`src/rtl/ariane_axi.sv`:
```
// ariane_axi: AXI request/response bundle types used by the NoC throttle.
// The request carries AW/W/AR payloads plus their valids and the B/R
// ready signals. The response carries the AW/W/AR readies plus the B/R
// payloads and their valids.
package ariane_axi;

   typedef struct packed {
      logic [3:0]  id;
      logic [63:0] addr;
      logic [7:0]  len;
   } ax_chan_t;

   typedef struct packed {
      logic [63:0] data;
      logic [7:0]  strb;
      logic        last;
   } w_chan_t;

   typedef struct packed {
      logic [3:0] id;
      logic [1:0] resp;
   } b_chan_t;

   typedef struct packed {
      logic [3:0]  id;
      logic [63:0] data;
      logic [1:0]  resp;
      logic        last;
   } r_chan_t;

   typedef struct packed {
      ax_chan_t aw;
      logic     aw_valid;
      w_chan_t  w;
      logic     w_valid;
      logic     b_ready;
      ax_chan_t ar;
      logic     ar_valid;
      logic     r_ready;
   } req_t;

   typedef struct packed {
      logic    aw_ready;
      logic    ar_ready;
      logic    w_ready;
      logic    b_valid;
      b_chan_t b;
      logic    r_valid;
      r_chan_t r;
   } resp_t;

endpackage

```
`src/rtl/ariane_axi_pkg.sv`:
```
// ariane_axi_pkg: shared types for the AXI outstanding-transaction throttle.
//   ariane_axi_throttle_state_e : per-channel issue FSM state
//     OPEN    - new address requests may be issued, subject to gating
//     PENDING - an address request was offered and not yet accepted; it is
//               held ungated until the handshake completes
package ariane_axi_pkg;

   typedef enum logic {
      OPEN    = 1'b0,
      PENDING = 1'b1
   } ariane_axi_throttle_state_e;

   localparam int unsigned CntOutW = 8;

endpackage

```
`src/rtl/ariane_axi_throttle_chan.sv`:
```
// ariane_axi_throttle_chan: one address channel (AR or AW) of the throttle.
// It counts outstanding transactions and gates new address issue while
// draining or while the count is at Max.
// Ports:
//   clk, rst_n         clock, synchronous active-low reset
//   drain              block new issue while high
//   up_valid/up_ready  address handshake on the core side
//   dn_valid/dn_ready  address handshake on the interconnect side
//   dec                completion handshake (R with last, or B)
//   cnt                outstanding count, zero-extended to 8 bits
//   state              FSM state (OPEN/PENDING)
//   err                sticky: completion seen while count was zero
module ariane_axi_throttle_chan
   import ariane_axi_pkg::*;
#(
   parameter int unsigned Max = 4
) (
   input  logic                       clk,
   input  logic                       rst_n,
   input  logic                       drain,
   input  logic                       up_valid,
   output logic                       up_ready,
   output logic                       dn_valid,
   input  logic                       dn_ready,
   input  logic                       dec,
   output logic [CntOutW-1:0]         cnt,
   output ariane_axi_throttle_state_e state,
   output logic                       err
);

   localparam int unsigned CntW = $clog2(Max + 1);

   ariane_axi_throttle_state_e state_q, state_d;
   logic [CntW-1:0]            cnt_q;
   logic                       err_q;
   logic                       block;
   logic                       inc;

   // Block uses only the registered count and drain, so a response never
   // reaches the downstream valid combinationally.
   assign block = drain || (cnt_q == CntW'(Max));
   assign inc   = dn_valid && dn_ready;

   always_comb begin
      state_d  = state_q;
      dn_valid = 1'b0;
      up_ready = 1'b0;
      unique case (state_q)
         OPEN: begin
            dn_valid = up_valid && !block;
            up_ready = dn_ready && !block;
            if (dn_valid && !dn_ready) state_d = PENDING;
         end
         PENDING: begin
            // An offered request must stay valid until accepted.
            dn_valid = up_valid;
            up_ready = dn_ready;
            if (dn_valid && dn_ready) state_d = OPEN;
         end
         default: state_d = OPEN;
      endcase
   end

   // Entry into PENDING requires count < Max, and leaving PENDING is the
   // only increment that can happen there, so the count cannot pass Max.
   always_ff @(posedge clk) begin
      if (!rst_n) begin
         state_q <= OPEN;
         cnt_q   <= '0;
         err_q   <= 1'b0;
      end else begin
         state_q <= state_d;
         if (inc && !dec) begin
            cnt_q <= cnt_q + CntW'(1);
         end else if (dec && !inc) begin
            if (cnt_q == '0) err_q <= 1'b1;
            else             cnt_q <= cnt_q - CntW'(1);
         end
      end
   end

   assign cnt   = CntOutW'(cnt_q);
   assign state = state_q;
   assign err   = err_q;

endmodule

```
`src/rtl/ariane_axi_throttle.sv`:
```
// ariane_axi_throttle: limits outstanding AXI read and write transactions
// between a core and the interconnect. Every field passes through with
// zero latency, except the AR/AW valid/ready pairs, which are gated.
// Ports:
//   clk_i, rst_ni          clock, synchronous active-low reset
//   drain_i                block new AR/AW issue while high
//   core_req_i/core_resp_o core-side AXI bundle
//   noc_req_o/noc_resp_i   interconnect-side AXI bundle
//   rd_cnt_o, wr_cnt_o     outstanding read/write counts
//   idle_o                 counts zero and neither channel PENDING
//   err_o                  sticky: response received with count zero
module ariane_axi_throttle
   import ariane_axi_pkg::*;
#(
   parameter int unsigned MaxReadTxns  = 4,
   parameter int unsigned MaxWriteTxns = 4,
   parameter type noc_req_t  = ariane_axi::req_t,
   parameter type noc_resp_t = ariane_axi::resp_t
) (
   input  logic        clk_i,
   input  logic        rst_ni,
   input  logic        drain_i,
   input  noc_req_t    core_req_i,
   output noc_resp_t   core_resp_o,
   output noc_req_t    noc_req_o,
   input  noc_resp_t   noc_resp_i,
   output logic [7:0]  rd_cnt_o,
   output logic [7:0]  wr_cnt_o,
   output logic        idle_o,
   output logic        err_o
);

   logic                       ar_valid, ar_ready, aw_valid, aw_ready;
   logic                       rd_dec, wr_dec;
   logic                       rd_err, wr_err;
   ariane_axi_throttle_state_e rd_state, wr_state;

   assign rd_dec = noc_resp_i.r_valid && core_req_i.r_ready && noc_resp_i.r.last;
   assign wr_dec = noc_resp_i.b_valid && core_req_i.b_ready;

   ariane_axi_throttle_chan #(
      .Max (MaxReadTxns)
   ) i_rd_chan (
      .clk      (clk_i),
      .rst_n    (rst_ni),
      .drain    (drain_i),
      .up_valid (core_req_i.ar_valid),
      .up_ready (ar_ready),
      .dn_valid (ar_valid),
      .dn_ready (noc_resp_i.ar_ready),
      .dec      (rd_dec),
      .cnt      (rd_cnt_o),
      .state    (rd_state),
      .err      (rd_err)
   );

   ariane_axi_throttle_chan #(
      .Max (MaxWriteTxns)
   ) i_wr_chan (
      .clk      (clk_i),
      .rst_n    (rst_ni),
      .drain    (drain_i),
      .up_valid (core_req_i.aw_valid),
      .up_ready (aw_ready),
      .dn_valid (aw_valid),
      .dn_ready (noc_resp_i.aw_ready),
      .dec      (wr_dec),
      .cnt      (wr_cnt_o),
      .state    (wr_state),
      .err      (wr_err)
   );

   always_comb begin
      noc_req_o          = core_req_i;
      noc_req_o.ar_valid = ar_valid;
      noc_req_o.aw_valid = aw_valid;
   end

   always_comb begin
      core_resp_o          = noc_resp_i;
      core_resp_o.ar_ready = ar_ready;
      core_resp_o.aw_ready = aw_ready;
   end

   assign idle_o = (rd_cnt_o == '0) && (wr_cnt_o == '0) &&
                   (rd_state == OPEN) && (wr_state == OPEN);
   assign err_o  = rd_err || wr_err;

endmodule

```
`config.mk`:
```
export PLATFORM = sky130hd
export DESIGN_NAME = ariane_axi_throttle
export DESIGN_NICKNAME = d
export VERILOG_FILES = /design/src/rtl/ariane_axi.sv /design/src/rtl/ariane_axi_pkg.sv /design/src/rtl/ariane_axi_throttle_chan.sv /design/src/rtl/ariane_axi_throttle.sv
export SDC_FILE = /design/constraint.sdc
export NUM_CORES = 1
export LEC_CHECK = 0
export CELL_PAD_IN_SITES_DETAIL_PLACEMENT = 0
export CELL_PAD_IN_SITES_GLOBAL_PLACEMENT = 1
export CORE_AREA = 2 2 248 250
export CTS_CLUSTER_SIZE = 12
export DETAILED_ROUTE_END_ITERATION = 8
export DIE_AREA = 0 0 250 252
export PLACE_DENSITY_LB_ADDON = 0.1
export REMOVE_ABC_BUFFERS = 1
export SYNTH_ARGS = -nofsm -noshare
export SYNTH_HDL_FRONTEND = slang
export SYNTH_HIERARCHICAL = 1
export SYNTH_SLANG_ARGS = --single-unit
```
`constraint.sdc`:
```
create_clock -name clk_i -period 3.15 [get_ports clk_i]
set_clock_uncertainty 0.15 [all_clocks]
set_input_delay 0.4725 -clock clk_i [delete_from_list [all_inputs] [get_ports clk_i]]
set_output_delay 0.4725 -clock clk_i [all_outputs]
set_load 0.005 [all_outputs]
```
# [After elaboration in Yosys (flattened, before gate mapping)]
# Cells that the tools add are included.
[word_totals] ff_bits=10 latch_bits=0 ram_bits=0 mem_bits_ro=0 out_inout_bits=330 n_memories=0
[op_classes] add_sub_neg=4 multipliers=0 n_div=0 n_lt_le_gt_ge=0 eq_ne=4 shift=0 muxes=16 bitwise=4 reduce_logical=41
[op_table] cell="$logic_and 1x1->1" count=20
[op_table] cell="$mux 3" count=6
[op_table] cell="$logic_not 8->1" count=2
[op_table] cell="$pmux 1 s2" count=6
[op_table] cell="$logic_not 1->1" count=8
[op_table] cell="$add 3x1->3 const B" count=2
[op_table] cell="$eq 3x3->1 const B" count=2
[op_table] cell="$logic_not 3->1" count=2
[op_table] cell="$reduce_and 3->1" count=2
[op_table] cell="$sub 3x1->3 const B" count=2
[op_table] cell="$mux 1" count=4
[op_table] cell="$ne 2x1->1 const B" count=2
[op_table] cell="$not 1->1" count=4
[op_table] cell="$reduce_and 2->1" count=2
[op_table] cell="$reduce_bool 2->1" count=2
[op_table] cell="$logic_or 1x1->1" count=3

# [Depth between registers and ports, before layout]
# Gate-level depths: netlist (run 1).
[logic_depth] word_depth=10 ltp_mapped=9 ltp_nobuf=9

# [By module]
# Netlist (run 1), hierarchy kept.
[by_module_without_submodules] mod="ariane_axi_throttle" instances=1 cells_per_inst=321 area_each_um2=2404.8 seq_area_each_um2=0.0
[by_module_without_submodules] mod="ariane_axi_throttle_chan" instances=2 cells_per_inst=42 area_each_um2=361.6 seq_area_each_um2=100.1

# [Worst setup path after synthesis (run 1)]
# No wires, ideal clock.
[synth_path] path_type="reg2reg" start="reg i_rd_chan.cnt_q[0]" end="reg i_rd_chan.cnt_q[2]" setup_ns=0.078 arrival_ns=1.972 required_ns=2.922 setup_slack_ns=0.950 path_stages_with_launch=10 synth_period_minus_slack_ns=2.200 cell_sequence="dfxtp_1 -> nor3b_2 -> o21bai_2 -> nor2b_1 -> ha_1 -> inv_1 -> fa_1 -> and2_1 -> o211a_1 -> nor3_1"
[synth_via] elab_chain_len=10 elab_cells_between_ends=18 classes_between="2 x add/sub; 2 x eq/ne; 4 x mux; 10 x reduce/logical"
[synth_rtl] element="start: declaration" line="ariane_axi_throttle_chan.sv:34" rtl="logic [CntW-1:0] cnt_q;"
[synth_rtl] element="start signal: assignment" line="ariane_axi_throttle_chan.sv:74" rtl="cnt_q <= cnt_q + CntW'(1);"
[synth_rtl] element="start signal: assignment" line="ariane_axi_throttle_chan.sv:77" rtl="else cnt_q <= cnt_q - CntW'(1);"
[synth_rtl] element="$eq 3x3->1" line="ariane_axi_throttle_chan.sv:41" rtl="assign block = drain || (cnt_q == CntW'(Max));"
[synth_rtl] element="$logic_or 1x1->1" line="ariane_axi_throttle_chan.sv:41"
[synth_rtl] element="$logic_not 1->1" line="ariane_axi_throttle_chan.sv:50" rtl="dn_valid = up_valid && !block;"
[synth_rtl] element="$logic_and 1x1->1" line="ariane_axi_throttle_chan.sv:50"
[synth_rtl] element="$pmux 1 s2" line="ariane_axi_throttle_chan.sv:48" rtl="unique case (state_q)"
[synth_rtl] element="$logic_and 1x1->1" line="ariane_axi_throttle_chan.sv:42" rtl="assign inc = dn_valid && dn_ready;"
[synth_rtl] element="$logic_not 1->1" line="ariane_axi_throttle_chan.sv:75" rtl="end else if (dec && !inc) begin"
[synth_rtl] element="$logic_and 1x1->1" line="ariane_axi_throttle_chan.sv:75"
[synth_rtl] element="$reduce_bool 2->1 (no source line)"
[synth_rtl] element="$reduce_and 2->1 (no source line)"
# Several ways; a longest one is shown, not always the timed one. The select of a mux whose other input is x is not followed.
# A chain may end at the register's enable or synchronous reset.

# [Worst setup path in the final report (run 1)]
[layout_path] start="reg i_rd_chan.cnt_q[2]" end="out idle_o"
[layout_via] elab_chain_len=4
[layout_rtl] element="$logic_not 8->1" line="ariane_axi_throttle.sv:85" rtl="assign idle_o = (rd_cnt_o == '0) && (wr_cnt_o == '0) &&"
[layout_rtl] element="$logic_and 1x1->1 (2 in a row)" line="ariane_axi_throttle.sv:85"
[layout_rtl] element="$logic_and 1x1->1" line="ariane_axi_throttle.sv:86" rtl="(rd_state == OPEN) && (wr_state == OPEN);"
[layout_rtl] element="end: declaration" line="ariane_axi_throttle.sv:29" rtl="output logic idle_o,"
# No other way between the ends.

==> metrics, run 1 <==
run status=finished, final reports clean; internal cell power=between 300 and 400 uW; total routing resource utilization after global routing=between 30% and 40%; worst setup timing slack at the placement stage=0.2407 ns; met2 track utilization from global routing=~60%; Antenna Violating Nets Remaining=0; post-synthesis sequential area ratio=6.400%; Power per Cell Area=247.7 nW/um^2; Total Die Area=63,000 um^2; normalized max-slew margin=between 50 and 60%; net load switching power=145.1 uW; relative area change from synthesis to final layout=-32.04%; post-route setup TNS=0 ns; Final #Nets=450; hold-fix buffers at CTS=0; overall overflow remaining after global route=0; cell with the largest stage delay on the worst path=sky130_fd_sc_hd__clkdlybuf4s50_1; top post-synthesis cells by area=sky130_fd_sc_hd__buf_4 (77%), sky130_fd_sc_hd__dfxtp_1 (6.4%), sky130_fd_sc_hd__ha_1 (1.6%), sky130_fd_sc_hd__and2_1 (1.4%), sky130_fd_sc_hd__fa_1 (1.3%); global-route wire length before repair=109,600 um; post-synthesis area per instance=7.723 um^2; element type at the critical path start=flop; number of diodes=0; number of buffers on the longest clock path=2; Gate Count Post-Synth=405; Die Width=250 um; share of the clock period used by the worst path after layout=86.97%; Clock power frac=between 50% and 60%; worst hold path type=reg2reg; count of cells resized by post-cts repair=0; non-filler cells in the finished layout=910; Static Leak=0.5114 nW; Worst Setup End Kind=output pin; Fmax=0.3650 GHz; Setup-failing EPs final=0; initial drt markers=around 330; CTS sink count=10; synthesized flop and latch total=10; number of search-and-repair iterations in the first detailed-routing pass=4; Critical Path Max Stage Delay=0.55 ns; CTS H-tree depth=1; max cap viols=0; category of the most critical setup path=reg2out; number of clock buffers inserted by TritonCTS=3; highest-utilization routing layer at the global route stage=met2; cells traversed along the worst timing path=buf_4, or4_1, nor4_2, clkdlybuf4s50_1; Switching Fraction=27.56%; cell type with the highest aggregate area in the netlist=sky130_fd_sc_hd__buf_4; Critical Path Source=i_rd_chan/cnt_q[2]; Pins Over Slew Limit=0; arrival time of data at the critical path endpoint=2.12 ns; total placed instance area=just over 2000 um^2; Min Clock Period, post-route=2.740 ns; maximum fanout along the worst path=7; actual slew at the worst max-slew pin=0.6338 ns; worst voltage drop across the vdd grid=0.1611 mV; startpoint of the most critical hold path=i_wr_chan/err; number of standard-cell rows in the floorplan=90; via count=2,289; total core area=60,130 um^2; Critical R2R Launch=i_wr_chan/cnt_q[1]; fraction of met3 tracks used by global routing=49.66%; worst hold slack after final layout=0.3175 ns; post-CTS setup repair buffer count=0; weighted congestion reported at the end of routability-driven placement=~1.3; number of antenna violations at the first check in global routing=2; pin count of the biggest net entering global routing=11; vias per cell=2.515; Die Height=252 um; DP HPWL=102,400 um; total instance count after detailed placement=between 900 and 1,000; final hold violation count=0; clock insertion delay at the later pin of the skew report=0.25 ns; Clock Root Buffer=sky130_fd_sc_hd__clkbuf_16; synth warn=6; share of post-route cells with drive strength above 1=11.72%; post-synth cell types=29; I/O pins=645; total wirelength of the detailed-routed design=between 100,000 and 150,000 um; RSZ-0062 raised after global routing=false; met1 track demand over resource in global routing=~4.7%; post-detailed-route DRC marker count=0; area share of the leading cell type in the synthesized netlist=77.28%; initial cell density of the core=5.202%; Sequential Power Share=26.4%; slack of the critical path=approximately 0.41 ns; Post-Synthesis Cell Area=3128 um^2; data required time at the worst endpoint=2.53 ns; Routed WL per cell=between 100 and 150 um; Non-Filler Cell Area, Final=2126 um^2; Worst-path clk slew=about 0.050 ns; Comb power frac=21.2%; number of port buffers=28; vias in the first global route=1,793; clock tree from TritonCTS=done
[cell usage after synthesis (all sizes together)]
cell	n
nor3	4
a21oi	2
inv	6
o211a	2
and3	1
nand2	4
nor2b	2
a21boi	2
nor2	4
or3	4
o21bai	2
dfxtp	10
a211oi	2
buf	322
ha	4
o21a	2
and2	7
nor4	4
fa	2
or2	3
nand3	3
or4	1
nor3b	4
conb	2
o21ai	4
o2111a	2
[cell usage in the layout, fill, tap and decap left out, types with 3 or more instances in the layout]
master and count:
sky130_fd_sc_hd__buf_4 5, sky130_fd_sc_hd__ha_1 4, sky130_fd_sc_hd__and2_1 7, sky130_fd_sc_hd__nor3_1 4, sky130_fd_sc_hd__nand2_1 4, sky130_fd_sc_hd__nand3_1 3, sky130_fd_sc_hd__nor4_1 3, sky130_fd_sc_hd__clkdlybuf4s50_1 28
sky130_fd_sc_hd__dfxtp_1 10, sky130_fd_sc_hd__nor2_1 4, sky130_fd_sc_hd__or3_1 4, sky130_fd_sc_hd__clkbuf_16 3, sky130_fd_sc_hd__inv_1 6, sky130_fd_sc_hd__o21ai_0 4, sky130_fd_sc_hd__conb_1 10
[worst paths after layout]
path / slack, ns / cells after the start / end
max: 0.41 / 4 / idle_o
min reg2reg: 0.32 / 1 / i_wr_chan/err
min: 0.32 / 1 / i_wr_chan/err
max reg2reg: 0.56 / 9 / i_wr_chan/cnt_q[2]
[per-layer routing]
layer  vias to the layer above  part of all wire, %
li1                        378                    -
met1                       748                  6.1
met2                      1009                   51
met3                       118                   32
met4                        36                  8.8
met5                         -                  1.9
[per-stage QoR]
stage | util (%) | power [mW]
after floorplan | - | 0.1843
after global placement | 3.387 | 0.2571
after detailed placement | 3.387 | 0.2527
after CTS | 3.535 | 0.5391
after global routing | 3.535 | 0.5535
final | 3.535 | 0.5266
[state kept, by name, summed over array words and instances (netlist names)]
signal,count
i_rd_chan/cnt_q,3
i_wr_chan/cnt_q,3
i_rd_chan/err,1
i_rd_chan/state,1
i_wr_chan/err,1
i_wr_chan/state,1
[power groups by stage]
stage               clock network, mW  logic (mW)  registers (mW)
floorplan                           0      0.0431           0.141
detailed placement                  0       0.111           0.142
finish                          0.276       0.112           0.139
CTS                             0.288       0.112           0.139
global route                    0.292       0.122           0.140
global placement                    0       0.115           0.142
[critical path, delay by kind of cell, from the launching register on]
family,cells,cell delay [ns]
buffers and inverters,2,0.74
DFF,1,0.37
and+or+nand+nor,2,0.76
[final cells by class]
type	instances	area, um^2
inverter	6	22.52
tap	782	978.4
multi-input combinational	75	518.0
timing repair buffer	33	317.8
fill	7211	58010
sequential	10	200.2
clock buffer	4	88.84
[kinds of logic (layout without fill, tap and decap cells)]
| group | after synthesis | count (layout) | synth area share (%) |
|---|---|---|---|
| other | 2 | 10 | 0.2401 |
| DFF | 10 | 10 | 6.400 |
| buffers and inverters | 328 | 43 | 78.00 |
| adders and majority gates | 6 | 6 | 2.880 |
| and+or+nand+nor | 41 | 41 | 7.999 |
| AOI/OAI and AO/OA | 18 | 18 | 4.480 |
Note: power is estimated with default switching activity, not from simulation.
==> run 2: changes to the inputs <==
- CTS_CLUSTER_DIAMETER: unset -> 120
- GPL_ROUTABILITY_DRIVEN: unset -> 0
- GPL_TIMING_DRIVEN: unset -> 0
==> metrics, run 2 (synthesis gave the netlist of run 1 again) <==
Fmax=0.3561 GHz; clock tree from TritonCTS=done; Die Width=250 um; startpoint of the most critical hold path=i_wr_chan/err; number of diodes=0; CTS sink count=10; Worst-path clk slew=0.05 ns; worst hold path type=reg2reg; Detail Route met3 WL=33,090 um; data required time at the worst endpoint=between 3 and 4 ns; Antenna Violating Nets Remaining=0; initial cell density of the core=between 5 and 6%; Critical R2R Launch=i_wr_chan/cnt_q[1]; most common cell after layout, fill and taps aside=sky130_fd_sc_hd__clkdlybuf4s50_1; Regs by FF count=i_rd_chan/cnt_q: 3 flops, i_wr_chan/cnt_q: 3 flops; maximum fanout along the worst path=7; actual slew at the worst max-slew pin=0.6760 ns; total routing resource utilization after global routing=between 30% and 40%; vias per cell=roughly 2.5; Worst Setup End Kind=flop; hold-fix buffers at CTS=0; initial drt markers=414; number of search-and-repair iterations in the first detailed-routing pass=4; global-route wire length before repair=109,100 um; number of buffers on the longest clock path=2; Total Die Area=63,000 um^2; post-CTS setup repair buffer count=0; normalized max-slew margin=54.79%; commonest cells after routing, fill and taps aside=sky130_fd_sc_hd__clkdlybuf4s50_1 (28), sky130_fd_sc_hd__conb_1 (10), sky130_fd_sc_hd__dfxtp_1 (10); worst setup timing slack at the placement stage=approximately 0.091 ns; via count=2,284; total wirelength of the detailed-routed design=103,900 um; Clock Root Buffer=sky130_fd_sc_hd__clkbuf_16; Static Leak=0.4842 nW; worst voltage drop across the vdd grid=0.1132 mV; clock insertion delay at the later pin of the skew report=0.25 ns; number of standard-cell rows in the floorplan=90; Pins Over Slew Limit=0; share of post-route cells with drive strength above 1=between 8 and 9%; highest metal layer used by the detailed router=met5; routed metal-1 wire length=between 6000 and 7000 um; post-route setup TNS=0 ns; arrival time of data at the critical path endpoint=~2.8 ns; slack of the critical path=0.3415 ns; run status=finished, final reports clean; count of cells resized by post-cts repair=0; number of antenna violations at the first check in global routing=1; cells traversed along the worst timing path=nor3b_2, o21bai_2, nor2b_1, ha_1, inv_1, fa_1, and2_1, o211a_1, nor3_1; Power per Cell Area=252.5 nW/um^2; CTS H-tree depth=1; sum of met2 wire segment lengths after detailed routing=52,790 um; post-detailed-route DRC marker count=0; Critical Path Source=i_wr_chan/cnt_q[1]; cell with the largest stage delay on the worst path=sky130_fd_sc_hd__dfxtp_1; DP HPWL=102,300 um; Critical Path Max Stage Delay=0.72 ns; number of port buffers=28; Routed WL per cell=114.8 um; pin count of the biggest net entering global routing=11; vias in the first global route=1,742; overall overflow remaining after global route=0; total core area=60,130 um^2; element type at the critical path start=flop; share of the clock period used by the worst path after layout=approximately nine tenths; final hold violation count=0; RSZ-0062 raised after global routing=false; category of the most critical setup path=reg2reg; Min Clock Period, post-route=2.809 ns; Setup-failing EPs final=0; max cap viols=0; I/O pins=645; number of clock buffers inserted by TritonCTS=3; Final #Nets=~450; Die Height=252 um; relative area change from synthesis to final layout=-33.24%
[run 2: area by class of cell]
class                           count  area [um^2]
Timing Repair Buffer               28        280.3
Clock buffer                        4        88.84
Tap cell                          782        978.4
Inverter                            6        22.52
Sequential cell                    10        200.2
Multi-Input combinational cell     75        518.0
Fill cell                        7221        58040
[run 2: stage by stage]
step | area (um^2) | hold WS (ns) | instances | utilization, % | power, mW
finish | 2088 | 0.3167 | 905 | 3.473 | 0.5273
CTS | 2088 | 0.3181 | 905 | 3.473 | 0.5376
floorplan | 740.7 | 0.2825 | 91 | - | 0.1843
detailed placement | 1999 | 0.3055 | 901 | 3.325 | 0.2485
global route | 2088 | 0.3398 | 905 | 3.473 | 0.5516
global placement | 1999 | 0.3021 | 901 | 3.325 | 0.2506
[run 2: worst paths after layout]
path / to / slack (ns) / cells after the start
worst min-delay path: i_wr_chan/err / 0.32 / 1
worst max register to register: i_wr_chan/cnt_q[2] / 0.34 / 9
worst max-delay path: i_wr_chan/cnt_q[2] / 0.34 / 9
worst min register to register: i_wr_chan/err / 0.32 / 1
[run 2: metal layers]
layer	GRT usage (%)	vias up
li1	-	368
met1	4.876	758
met2	57.88	998
met3	49.50	128
met4	25.08	32
met5	21.08	-
[run 2: where the power goes]
part,internal (mW),switching [mW]
registers,0.132,0.0118
clock network,0.193,0.0868
logic,0.0529,0.0501
total,0.379,0.149
[run 2: worst max-delay path, delay by kind of cell, from the launching register on]
family                   cells  cell delay, ns
AND/OR/NAND/NOR              4            0.67
adder cells (fa/ha/maj)      2            0.67
buffers and inverters        1            0.08
AO/OA/AOI/OAI                2            0.44
flip-flops                   1            0.72
==> run 3: changes to the inputs <==
- HOLD_SLACK_MARGIN: unset -> 0.1
==> results of run 3 <==
No change in the layout: final DEF, timing and power equal those of run 2.
